`src/rtl/osd_menu_render.sv`:
```
// Text-mode OSD overlay: prefetches one character cell ahead from a shared menu RAM
// (text buffer + font) and blends glyph pixels over the incoming video with a 2-clock lag.
module osd_menu_render #(
  parameter int          X0       = 64,
  parameter int          Y0       = 32,
  parameter logic [23:0] FG_COLOR = 24'hFFFFFF
) (
  input  logic        clk,
  input  logic        resetn,
  input  logic        de_in,
  input  logic        hs_in,
  input  logic        vs_in,
  input  logic [10:0] x_in,
  input  logic [9:0]  y_in,
  input  logic [23:0] rgb_in,
  input  logic        menu_on,
  output logic [10:0] ram_adb,
  output logic        ram_ceb,
  output logic        ram_oceb,
  input  logic [7:0]  ram_dob,
  output logic        de_out,
  output logic        hs_out,
  output logic        vs_out,
  output logic [23:0] rgb_out,
  output logic        osd_active
);

  // state  | meaning
  // F_IDLE | no fetch in flight for the upcoming cell
  // F_CHAR | char read issued, waiting for the code
  // F_FONT | font read issued, waiting for the glyph byte
  // F_HOLD | glyph byte ready, waiting to load the shifter
  typedef enum logic [1:0] {F_IDLE, F_CHAR, F_FONT, F_HOLD} fetch_state_e;

  localparam logic [10:0] FETCH_LO = 11'(X0 - 8);
  localparam logic [10:0] FETCH_HI = 11'(X0 + 247);
  localparam logic [10:0] WIN_X_LO = 11'(X0);
  localparam logic [10:0] WIN_X_HI = 11'(X0 + 255);
  localparam logic [9:0]  WIN_Y_LO = 10'(Y0);
  localparam logic [9:0]  WIN_Y_HI = 10'(Y0 + 127);

  fetch_state_e state_q;
  logic [10:0]  ram_adb_q;
  logic         ram_ceb_q;
  logic         code_inv_q;
  logic [7:0]   glyph_q;
  logic [7:0]   shift_q;
  logic         vs_prev_q;
  logic         live_q;
  logic         de1_q, hs1_q, vs1_q, act1_q, ovl1_q, pix1_q;
  logic [23:0]  rgb1_q;
  logic         de2_q, hs2_q, vs2_q, act2_q;
  logic [23:0]  rgb2_q;

  logic [2:0]   sub_d;
  logic [4:0]   fcol_d;
  logic [6:0]   dy_d;
  logic         in_y_d;
  logic         in_win_d;
  logic         fetch_ok_d;
  logic [10:0]  char_addr_d;
  logic [10:0]  font_addr_d;
  logic [23:0]  shade_d;

  assign sub_d       = x_in[2:0];
  assign fcol_d      = 5'((x_in - FETCH_LO) >> 3);
  assign dy_d        = 7'(y_in - WIN_Y_LO);
  assign in_y_d      = (y_in >= WIN_Y_LO) && (y_in <= WIN_Y_HI);
  assign in_win_d    = (x_in >= WIN_X_LO) && (x_in <= WIN_X_HI) && in_y_d;
  // The fetch span runs one cell ahead of the window, so it starts 8 pixels early.
  assign fetch_ok_d  = de_in && live_q && in_y_d && (x_in >= FETCH_LO) && (x_in <= FETCH_HI);
  assign char_addr_d = {2'b00, dy_d[6:3], fcol_d};
  assign font_addr_d = {1'b1, ram_dob[6:0], dy_d[2:0]};
  assign shade_d     = {1'b0, rgb1_q[23:17], 1'b0, rgb1_q[15:9], 1'b0, rgb1_q[7:1]};

  always_ff @(posedge clk or negedge resetn) begin
    if (!resetn) begin
      state_q    <= F_IDLE;
      ram_adb_q  <= 11'd0;
      ram_ceb_q  <= 1'b0;
      code_inv_q <= 1'b0;
      glyph_q    <= 8'h00;
      shift_q    <= 8'h00;
      vs_prev_q  <= 1'b0;
      live_q     <= 1'b0;
      de1_q      <= 1'b0;
      hs1_q      <= 1'b0;
      vs1_q      <= 1'b0;
      act1_q     <= 1'b0;
      ovl1_q     <= 1'b0;
      pix1_q     <= 1'b0;
      rgb1_q     <= 24'h0;
      de2_q      <= 1'b0;
      hs2_q      <= 1'b0;
      vs2_q      <= 1'b0;
      act2_q     <= 1'b0;
      rgb2_q     <= 24'h0;
    end else begin
      vs_prev_q <= vs_in;
      if (vs_in && !vs_prev_q) live_q <= menu_on;

      ram_ceb_q <= 1'b0;
      // Any gap in the fetch conditions abandons the cell; the next sub=0 restarts cleanly.
      if (!fetch_ok_d) begin
        state_q <= F_IDLE;
      end else begin
        case (sub_d)
          3'd0: begin
            ram_adb_q <= char_addr_d;
            ram_ceb_q <= 1'b1;
            state_q   <= F_CHAR;
          end
          3'd2: begin
            if (state_q == F_CHAR) begin
              code_inv_q <= ram_dob[7];
              ram_adb_q  <= font_addr_d;
              ram_ceb_q  <= 1'b1;
              state_q    <= F_FONT;
            end else begin
              state_q <= F_IDLE;
            end
          end
          3'd4: begin
            if (state_q == F_FONT) begin
              glyph_q <= ram_dob ^ {8{code_inv_q}};
              state_q <= F_HOLD;
            end else begin
              state_q <= F_IDLE;
            end
          end
          3'd7:    state_q <= F_IDLE;
          default: state_q <= state_q;
        endcase
      end

      if (sub_d == 3'd7) shift_q <= (state_q == F_HOLD && fetch_ok_d) ? glyph_q : 8'h00;
      else               shift_q <= {1'b0, shift_q[7:1]};

      de1_q  <= de_in;
      hs1_q  <= hs_in;
      vs1_q  <= vs_in;
      rgb1_q <= rgb_in;
      act1_q <= live_q && in_win_d;
      ovl1_q <= live_q && in_win_d && de_in;
      pix1_q <= shift_q[0];

      de2_q  <= de1_q;
      hs2_q  <= hs1_q;
      vs2_q  <= vs1_q;
      act2_q <= act1_q;
      rgb2_q <= ovl1_q ? (pix1_q ? FG_COLOR : shade_d) : rgb1_q;
    end
  end

  assign ram_adb    = ram_adb_q;
  assign ram_ceb    = ram_ceb_q;
  assign ram_oceb   = 1'b1;
  assign de_out     = de2_q;
  assign hs_out     = hs2_q;
  assign vs_out     = vs2_q;
  assign rgb_out    = rgb2_q;
  assign osd_active = act2_q;

endmodule

```
`config.mk`:
```
export PLATFORM = sky130hd
export DESIGN_NAME = osd_menu_render
export DESIGN_NICKNAME = d
export VERILOG_FILES = /design/src/rtl/osd_menu_render.sv
export SDC_FILE = /design/constraint.sdc
export NUM_CORES = 1
export LEC_CHECK = 0
export BUFFER_PORTS_ARGS = -buffer_cell sky130_fd_sc_hd__buf_4
export CORE_MARGIN = 2
export CORE_UTILIZATION = 35
export CTS_CLUSTER_DIAMETER = 50
export DETAILED_ROUTE_END_ITERATION = 10
export PLACE_DENSITY_LB_ADDON = 0.3
export SKIP_LAST_GASP = 1
export SLEW_MARGIN = 20
export SYNTH_ARGS = -nofsm -noshare
export SYNTH_HDL_FRONTEND = slang
export SYNTH_SLANG_ARGS = --single-unit
```
`constraint.sdc`:
```
create_clock -name clk -period 1.55 [get_ports clk]
set_input_delay 0.31 -clock clk [delete_from_list [all_inputs] [get_ports clk]]
set_output_delay 0.31 -clock clk [all_outputs]
set_load 0.05 [all_outputs]
```
==> reports/metrics.cfg <==
[pwr]
p_per_area_nw_per_um2=959
power.total_mw=4.66
ir_worst_vdd_mv=0.390
p_leak_nw=2.34
swShare=0.276
p_int_mw=3.37
p_switching_mw=1.29
pwr-share-seq=0.529
power_frac_comb=0.135
clockPowerShare=0.336

[cts]
cts.clk_slew.worst_paths_ns=0.10
max-clock-path-buffers=2
cts_tree=built
root_buffer=clkbuf_8
numCtsBuffers=9
clk_latency_ns=0.37
cts_max_level=3
cts.sinks=90

[drt]
via_per_inst=4.63
drtAntennaViolNets=0
wire_per_inst_um=13.9
routed_wirelength_mm=7.24
dr.pass1.iters=4
post-route-drc-count=0
drtIter0Drc=40
dr_total_vias=2408

[synthesis]
syn_area_sq_um=3420
synth-compound-area-share=0.118
yosys_warnings=0
synth_mux_area_frac=0.0721
synth_top_family_by_area=compound AO/OA/AOI/OAI gates
synthCells=245
synthAdderAreaFrac=0.00732
synth_most_common_cell=dfrtp_1
synth_nets=306
yosys.area_share.simple=0.0794
synth_area_per_cell_sq_um=14.0
postSynthRegisterBits=90
ys_top_cells_by_count=90 x dfrtp_1, 21 x mux2_2, 19 x o22a_1, 12 x o21ai_0, 11 x nand2_1
synth_top_area_frac=0.659
synthArstFlopShare=1.00
synth.area.top_cells=dfrtp_1 66%, mux2_2 6.9%, o22a_1 4.9%, xor2_1 2.0%, a22o_1 1.8%
synth-seq-area-share=0.659
synth_edf_count=0
yosysTopAreaCell=dfrtp_1
yosysUniqueCellTypes=44
synth_ff_type=dfrtp_1
synth-xor-area-share=0.0333

[outcome]
outcome=finished, violations left
violations=setup timing

[setup_path]
startpoint_type=input port
crit_buf_inv=2
worstPathRequired_ns=1.80
critical_path.most_common_cell=buf_6
crit_family=simple AND/OR/NAND/NOR gates
slowest_delay_ns=0.58
crit_fanout=5
cp-end-kind=flip-flop
crit_arrival_ns=1.98
cp_slowest_cell=or4_4
worstSetupPathType=input port to flip-flop
path_cells=buf_6 > or4_4 > o32a_4 > o32ai_4 > buf_6 > nand3_4 > mux2_4

[global_routing]
overflow=0
grt_max_degree=51
antenna_found_initial=0
grt_pass1_wl_mm=11.5
track_usage=0.145
grt_pass1_vias=2452

[hold_path]
hp-class=input port to flip-flop

[die]
die_x_um=103
core_sq_um=9640
die_h_um=103
num_rows=36
dieArea_sq_um=10600
io_pins=100
initial_core_util=0.355

[sta]
fmax_mhz=579
hold_viol=0
finalCritPeriodShare=1.11
final_max_slew_viol_count=0
setup_viol=30
setup_slack_ns=-0.176
fin_crit_ns=1.73
rsz0062_at_grt=true
finalClockSkew_ns=0.0122

[placed_design]
dp.cells=499
io_buffers=98
post-place-ws_ns=-0.624
dp_hpwl_mm=5.30
place_congestion=0.806

[finish]
antennaDiodeCount=0
drive_gt1_frac=0.494
synthToLayoutAreaGrowth_pct=42.2
nets=443
final_cell_count_no_fill=520

[flow_run]
cap_violations=0

==> layer usage <==
| layer | up-vias | share of wire | routed length (um) | global-route usage |
|---|---|---|---|---|
| li1 | 1143 | - | - | - |
| met1 | 1184 | 0.42 | 3050 | 0.170 |
| met2 | 73 | 0.51 | 3700 | 0.252 |
| met3 | 8 | 0.058 | 418 | 0.0522 |
| met4 | 0 | 0.011 | 78 | 0.0395 |
| met5 | - | 0 | 0 | 0 |
==> registers in the layout, indices dropped and copies added (netlist names) <==
signal,flops
shift_q,8
live_q,1
ram_ceb,1
pix1_q,1
de1_q,1
rgb1_q,24
vs_out,1
ovl1_q,1
hs1_q,1
rgb_out,24
code_inv_q,1
glyph_q,8
hs_out,1
ram_adb,11
act1_q,1
vs1_q,1
de_out,1
osd_active,1
state_q,2
==> area by class of cell <==
class | instances | area (sq um)
Timing Repair Buffer | 137 | 1070
Clock inverter | 6 | 57.6
Fill cell | 895 | 4780
Inverter | 8 | 30.0
Sequential cell | 90 | 2250
Tap cell | 133 | 166
Multi-Input combinational cell | 136 | 1150
Clock buffer | 10 | 138
==> cells in the final DEF, fill, tap and decap left out, types with 2 or more instances in the layout <==
master,n
buf_4,128
dfrtp_1,90
mux2_2,20
o22a_1,19
nand2_1,11
o21ai_0,11
clkbuf_8,10
inv_1,8
xor2_1,8
nor2_1,7
a22o_1,7
buf_6,7
xnor2_1,5
a21oi_1,4
nand3_1,3
nand2b_1,3
inv_8,3
nand4_1,2
nor3_1,2
a211oi_1,2
nand3_4,2
nor2b_1,2
ha_1,2
clkinvlp_4,2
==> through the flow <==
stage                      util  hold WS, ns  instance area, sq um  TNS (ns)
after floorplan               -       0.0144                  3420     -9.02
after global placement    0.470        0.246                  4530    -15.97
after detailed placement  0.470        0.249                  4530    -16.83
after CTS                 0.501       0.0147                  4830     -2.45
after global routing      0.504      0.00508                  4860     -4.13
final                     0.504       0.0384                  4860     -3.25
==> cell families (layout without fill, tap and decap cells) <==
| kind of cell | count (synthesis) | count (layout) |
|---|---|---|
| buffers and inverters | 20 | 161 |
| adder cells (fa/ha/maj) | 2 | 2 |
| flip-flops | 90 | 90 |
| AO/OA/AOI/OAI | 51 | 51 |
| multiplexers | 22 | 22 |
| other | 1 | 1 |
| AND/OR/NAND/NOR | 46 | 47 |
| XOR/XNOR | 13 | 13 |
==> worst paths after layout <==
check / from / end / slack (ns) / depth (start not counted)
max in group asynchronous: resetn / ram_adb[9] / 0.58 / 3
setup reg to reg: live_q / glyph_q[5] / -0.01 / 4
min in group asynchronous: resetn / rgb1_q[10] / 0.40 / 2
setup / recovery: x_in[6] / ram_adb[7] / -0.18 / 7
hold / removal: rgb_in[7] / rgb1_q[7] / 0.04 / 1
hold reg to reg: shift_q[0] / pix1_q / 0.35 / 0
==> timing repair <==
item / in CTS / in global routing
gates resized for setup: 15 / 7
buffers inserted: 2 / 1
hold endpoints to repair: 26 / 0
cloned: 1 / 0
pin swaps: 7 / 6
hold buffers: 1 / 0
endpoints found under the setup margin: 27 / 29
==> power groups by stage <==
stage	clock [mW]	sequential, mW	combinational, mW
detailed placement	0	2.51	0.610
finish	1.57	2.46	0.630
CTS	1.64	2.46	0.632
floorplan	0	2.66	0.135
global placement	0	2.51	0.601
global route	1.74	2.47	0.679
No activity file was read; power rests on OpenSTA's default activity.
